`src/rtl/core_run_controller.sv`:
```
// Run/halt sequencer for the single-cycle RV64 datapath: gates commits, handles
// start/step/halt/clear, PC breakpoint, ebreak, fault capture and run counters.
module core_run_controller #(
  parameter int unsigned PC_W  = 64,
  parameter int unsigned CNT_W = 32
) (
  input  logic             clock,
  input  logic             reset,
  input  logic             start,
  input  logic             step,
  input  logic             halt_req,
  input  logic             clear,
  input  logic [PC_W-1:0]  pc,
  input  logic             is_ebreak,
  input  logic [4:0]       inv_flags,
  input  logic             bp_en,
  input  logic [PC_W-1:0]  bp_addr,
  output logic             commit_en,
  output logic             core_rst,
  output logic [2:0]       state,
  output logic [2:0]       halt_cause,
  output logic [4:0]       fault_code,
  output logic [PC_W-1:0]  fault_pc,
  output logic [CNT_W-1:0] retired,
  output logic [CNT_W-1:0] cycles
);

  typedef enum logic [2:0] {
    S_IDLE   = 3'd0,
    S_RUN    = 3'd1,
    S_STEP   = 3'd2,
    S_HALTED = 3'd3,
    S_FAULT  = 3'd4
  } state_t;

  localparam logic [2:0]       CAUSE_NONE = 3'd0;
  localparam logic [2:0]       CAUSE_HALT = 3'd1;
  localparam logic [2:0]       CAUSE_STEP = 3'd2;
  localparam logic [2:0]       CAUSE_BP   = 3'd3;
  localparam logic [2:0]       CAUSE_EBRK = 3'd4;
  localparam logic [CNT_W-1:0] CNT_MAX    = '1;

  state_t            state_q, state_d;
  logic              core_rst_d;
  logic [2:0]        cause_d;
  logic [4:0]        fcode_d;
  logic [PC_W-1:0]   fpc_d;
  logic [CNT_W-1:0]  retired_d, cycles_d;
  logic              bp_skip_q, bp_skip_d;
  logic              active_c, fault_c, bp_hit_c;

  // Commit gating is combinational so the datapath sees it in the same cycle.
  always_comb begin
    active_c  = ((state_q == S_RUN) || (state_q == S_STEP)) && !clear;
    fault_c   = |inv_flags;
    bp_hit_c  = bp_en && (pc == bp_addr) && !bp_skip_q;
    commit_en = active_c && !fault_c && !bp_hit_c && !is_ebreak;
  end

  // Next-state, capture and counter logic.
  always_comb begin
    state_d    = state_q;
    core_rst_d = 1'b0;
    cause_d    = halt_cause;
    fcode_d    = fault_code;
    fpc_d      = fault_pc;
    bp_skip_d  = commit_en ? 1'b0 : bp_skip_q;
    retired_d  = (commit_en && (retired != CNT_MAX)) ? retired + CNT_W'(1) : retired;
    cycles_d   = (active_c && (cycles != CNT_MAX)) ? cycles + CNT_W'(1) : cycles;

    if (clear) begin
      state_d    = S_IDLE;
      core_rst_d = 1'b1;
      cause_d    = CAUSE_NONE;
      fcode_d    = 5'd0;
    end else begin
      case (state_q)
        S_IDLE: begin
          if (start) begin
            state_d = S_RUN;
            cause_d = CAUSE_NONE;
          end else if (step) begin
            state_d = S_STEP;
            cause_d = CAUSE_NONE;
          end
        end
        S_RUN, S_STEP: begin
          if (fault_c) begin
            state_d = S_FAULT;
            fcode_d = inv_flags;
            fpc_d   = pc;
          end else if (bp_hit_c) begin
            state_d = S_HALTED;
            cause_d = CAUSE_BP;
          end else if (is_ebreak) begin
            state_d = S_HALTED;
            cause_d = CAUSE_EBRK;
          end else if ((state_q == S_RUN) && halt_req) begin
            state_d = S_HALTED;
            cause_d = CAUSE_HALT;
          end else if (state_q == S_STEP) begin
            state_d = S_HALTED;
            cause_d = CAUSE_STEP;
          end
        end
        S_HALTED: begin
          // Resuming skips the breakpoint once so we can step off the bp PC.
          if (start) begin
            state_d   = S_RUN;
            cause_d   = CAUSE_NONE;
            bp_skip_d = 1'b1;
          end else if (step) begin
            state_d   = S_STEP;
            cause_d   = CAUSE_NONE;
            bp_skip_d = 1'b1;
          end
        end
        S_FAULT: state_d = S_FAULT;
        default: state_d = S_IDLE;
      endcase
    end
  end

  // State and output registers.
  always_ff @(posedge clock or posedge reset) begin
    if (reset) begin
      state_q    <= S_IDLE;
      core_rst   <= 1'b0;
      halt_cause <= CAUSE_NONE;
      fault_code <= 5'd0;
      fault_pc   <= '0;
      retired    <= '0;
      cycles     <= '0;
      bp_skip_q  <= 1'b0;
    end else begin
      state_q    <= state_d;
      core_rst   <= core_rst_d;
      halt_cause <= cause_d;
      fault_code <= fcode_d;
      fault_pc   <= fpc_d;
      retired    <= retired_d;
      cycles     <= cycles_d;
      bp_skip_q  <= bp_skip_d;
    end
  end

  assign state = state_q;

endmodule
```
`config.mk`:
```
export PLATFORM = sky130hd
export DESIGN_NAME = core_run_controller
export DESIGN_NICKNAME = d
export VERILOG_FILES = /design/src/rtl/core_run_controller.sv
export SDC_FILE = /design/constraint.sdc
export NUM_CORES = 1
export LEC_CHECK = 0
export CAP_MARGIN = 20
export CORE_UTILIZATION = 40
export CTS_BUF_LIST = sky130_fd_sc_hd__clkbuf_2 sky130_fd_sc_hd__clkbuf_4 sky130_fd_sc_hd__clkbuf_8
export DETAILED_ROUTE_END_ITERATION = 16
export GPL_ROUTABILITY_DRIVEN = 0
export PLACE_DENSITY_LB_ADDON = 0.1
export SLEW_MARGIN = 0
export SYNTH_ARGS = -nofsm -noshare
export SYNTH_HDL_FRONTEND = slang
export SYNTH_SLANG_ARGS = --single-unit
```
`constraint.sdc`:
```
create_clock -name clock -period 4 [get_ports clock]
set_input_delay 0.4 -clock clock [delete_from_list [all_inputs] [get_ports clock]]
set_output_delay 0.4 -clock clock [all_outputs]
set_load 0.05 [all_outputs]
```
==> flow_summary.ini <==
[setup_path]
cp.required_ns = 3.60
critPathMaxFanout = 2
endpoint_kind = output pin
worstSetupPathType = in2out
worstReg2RegEnd = retired[26]
cp.arrival_ns = 3.00
reg2regPathDepth = 8
reg2reg_from = retired[15]
reg2reg_slack_ns = 1.35
start_kind = input port

[sta]
max_freq_mhz = 294.2
clock-skew-final_ns = 0.009176
period_minus_slack_ns = 3.399
hold_violations = 0
drv_slew = 0
worst_slack_ns = 0.6013
maxSlewHeadroom_pct = 50.92
rsz0062_at_grt = no
finalSetupViolations = 0
fin_setup_tns_ns = 0
fin_crit_sh_pct = 84.97
worstMarginPinSlew_ns = 0.7295

[finish]
n_antenna_cell = 0
layout-drive-gt1-share_pct = 12.87
area_growth_pct = 51.00
final_area_um2 = 10360
final_cell_mix = 280 x clkdlybuf4s50_1, 141 x dfrtp_1, 75 x xnor2_1
utilization_pct = 62.24
instances_no_fill = 1121
layout_commonest_cell = clkdlybuf4s50_1
nets = 1031

[placed_design]
pre_cts_ws_ns = 0.4790
port_buffers = 281
dpl_cell_area_um2 = 9950
dp.cells = 1089
dp_hpwl_um = 15210

[drt]
wl_met3_um = 1444
vias = 5763
wl_met1_um = 8409
avgRoutedWirePerCell_um = 17.89
first_pass_iters = 5
drcViolationCount = 0
wirelength_um = 20050
top_layer_used = met4
wl_met2_um = 9722
detail-route-antenna-nets = 0
viasPerCell = 5.141
drtIter0Drc = 341

[power]
power.density_nw_per_um2 = 657.8
power_leakage_nw = 4.277
ir_drop_uv = 516.3

[synthesis]
syn_area_um2 = 6859
synth_edf_count = 0
yosys-top-cells-area = dfrtp_1 51%, mux2_2 11%, xnor2_1 9.6%
yosysTopAreaCell = dfrtp_1
ys_async_sr_fraction_pct = 100.0
yosysWarnings = 0
synth-seq-cells = 141
netlist_instances = 600
syn_avg_cell_area_um2 = 11.43
synth_top_flop_cell = dfrtp_1
synth_seq_area_share_pct = 51.44
syn_nets = 743
synth_top_area_share_pct = 51.44
synth.distinct_cells = 46

[hold_path]
holdPathEnd = retired[24]
holdCritStartpoint = retired[24]
hp-class = reg2reg
holdPathStages = 1

[grt]
grt_pass1_vias = 5963
antenna_found_initial = 0
grt.overflow.total = 0
grt_start_max_net_pins = 142
grt_pass1_wl_um = 32040
grtUsageTotal_pct = 23.60

[cts]
cts_tree = built
clk_pin_slew_ns = 0.07
cts_hold_buf = 0
ctsResizeCount = 0
cts.sink_count = 141
cts_buffers = 17
htreeDepth = 4
cts_buffer_depth = 2
cts-root-buf = clkbuf_8
cts_setup_buffers = 0
clk_latency_ns = 0.45

[floorplanning]
dieHeight_um = 133.0
ios = 282
die_w_um = 133.0
core_area_um2 = 16640
die_area_um2 = 17680
num_rows = 47
start_util_pct = 41.21

[job]
cap_violations = 0

[outcome]
status = complete, no violations
worst max-delay path by stage:
stage	endpoint	cells past startpoint	slack (ns)	from
final	commit_en	8	0.60	pc[62]
after global routing	commit_en	8	0.49	pc[9]
after CTS	commit_en	8	0.57	pc[62]
after detailed placement	retired[1]	9	0.48	pc[62]
after global placement	retired[1]	9	0.58	pc[60]
after floorplan	retired[26]	7	1.45	state[0]
cell type report:
class | count | area [µm²]
fillers | 1359 | 6285
flip-flops and latches | 141 | 3528
multi-input cells | 418 | 3172
repair buffers | 288 | 2888
well taps | 220 | 275.3
clock buffers | 20 | 262.8
clock inverters | 12 | 145.1
inverters | 22 | 86.33
power by group:
| part | internal [W] | switching, W | leakage [nW] |
|---|---|---|---|
| registers | 0.00184 | 0.000277 | 1.81 |
| clock network | 0.000640 | 0.000544 | 0.201 |
| logic | 0.00134 | 0.00217 | 2.26 |
| total | 0.00382 | 0.00299 | 4.28 |
registers in the layout, indices dropped and copies added, names as in the netlist:
register and cells:
fault_pc 64, cycles 32, retired 32, fault_code 5, halt_cause 3, state 3
bp_skip_q 1, core_rst 1
synthesized netlist by cell type (2+ instances only):
cell / count
dfrtp_1: 141
xnor2_1: 75
mux2_2: 67
nand4_1: 39
nand3_1: 31
and3_1: 30
xor2_1: 30
nand2_1: 29
nor2_1: 24
inv_1: 22
nor3_1: 12
buf_2: 10
nand2b_1: 10
clkbuf_1: 9
nor4_1: 8
o22ai_1: 8
a22o_1: 6
and4_1: 5
and2_1: 4
mux2i_1: 3
nand3b_1: 3
o2111ai_1: 3
a211o_1: 2
a21boi_0: 2
a221oi_1: 2
ha_1: 2
o21ai_0: 2
or3_1: 2
or3_4: 2
through the flow:
step	hold slack [ns]	total power (W)
3_3_place_gp	0.4821	0.005617
3_5_place_dp	0.4820	0.005667
5_1_grt	0.5188	0.007116
6_report	0.4960	0.006813
4_1_cts	0.4949	0.006874
2_1_floorplan	0.4314	0.004377
logic make-up (layout without fill, tap and decap cells):
logic type | Yosys count | count (layout) | share of synthesized area, %
adder cells (fa/ha/maj) | 2 | 2 | 0.3648
multiplexers | 70 | 70 | 11.44
AND/OR/NAND/NOR | 206 | 206 | 16.76
flip-flops | 141 | 141 | 51.44
AO/OA/AOI/OAI | 34 | 34 | 3.922
XOR/XNOR | 106 | 106 | 13.64
buffers and inverters | 41 | 342 | 2.426
worst max-delay path, stage by stage:
cell	delay (ns)
clkdlybuf4s50_1	0.52
xnor2_1	0.13
nand4_1	0.14
nor4_1	0.64
nand4_1	0.15
or4_1	0.63
and2_1	0.19
buf_4	0.19
layer usage:
layer | vias to the layer above | global-route usage [%]
li1 | 2712 | -
met1 | 2809 | 28.54
met2 | 209 | 39.15
met3 | 33 | 7.701
met4 | 0 | 8.685
met5 | - | 0
(Power assumes the default switching activity.)
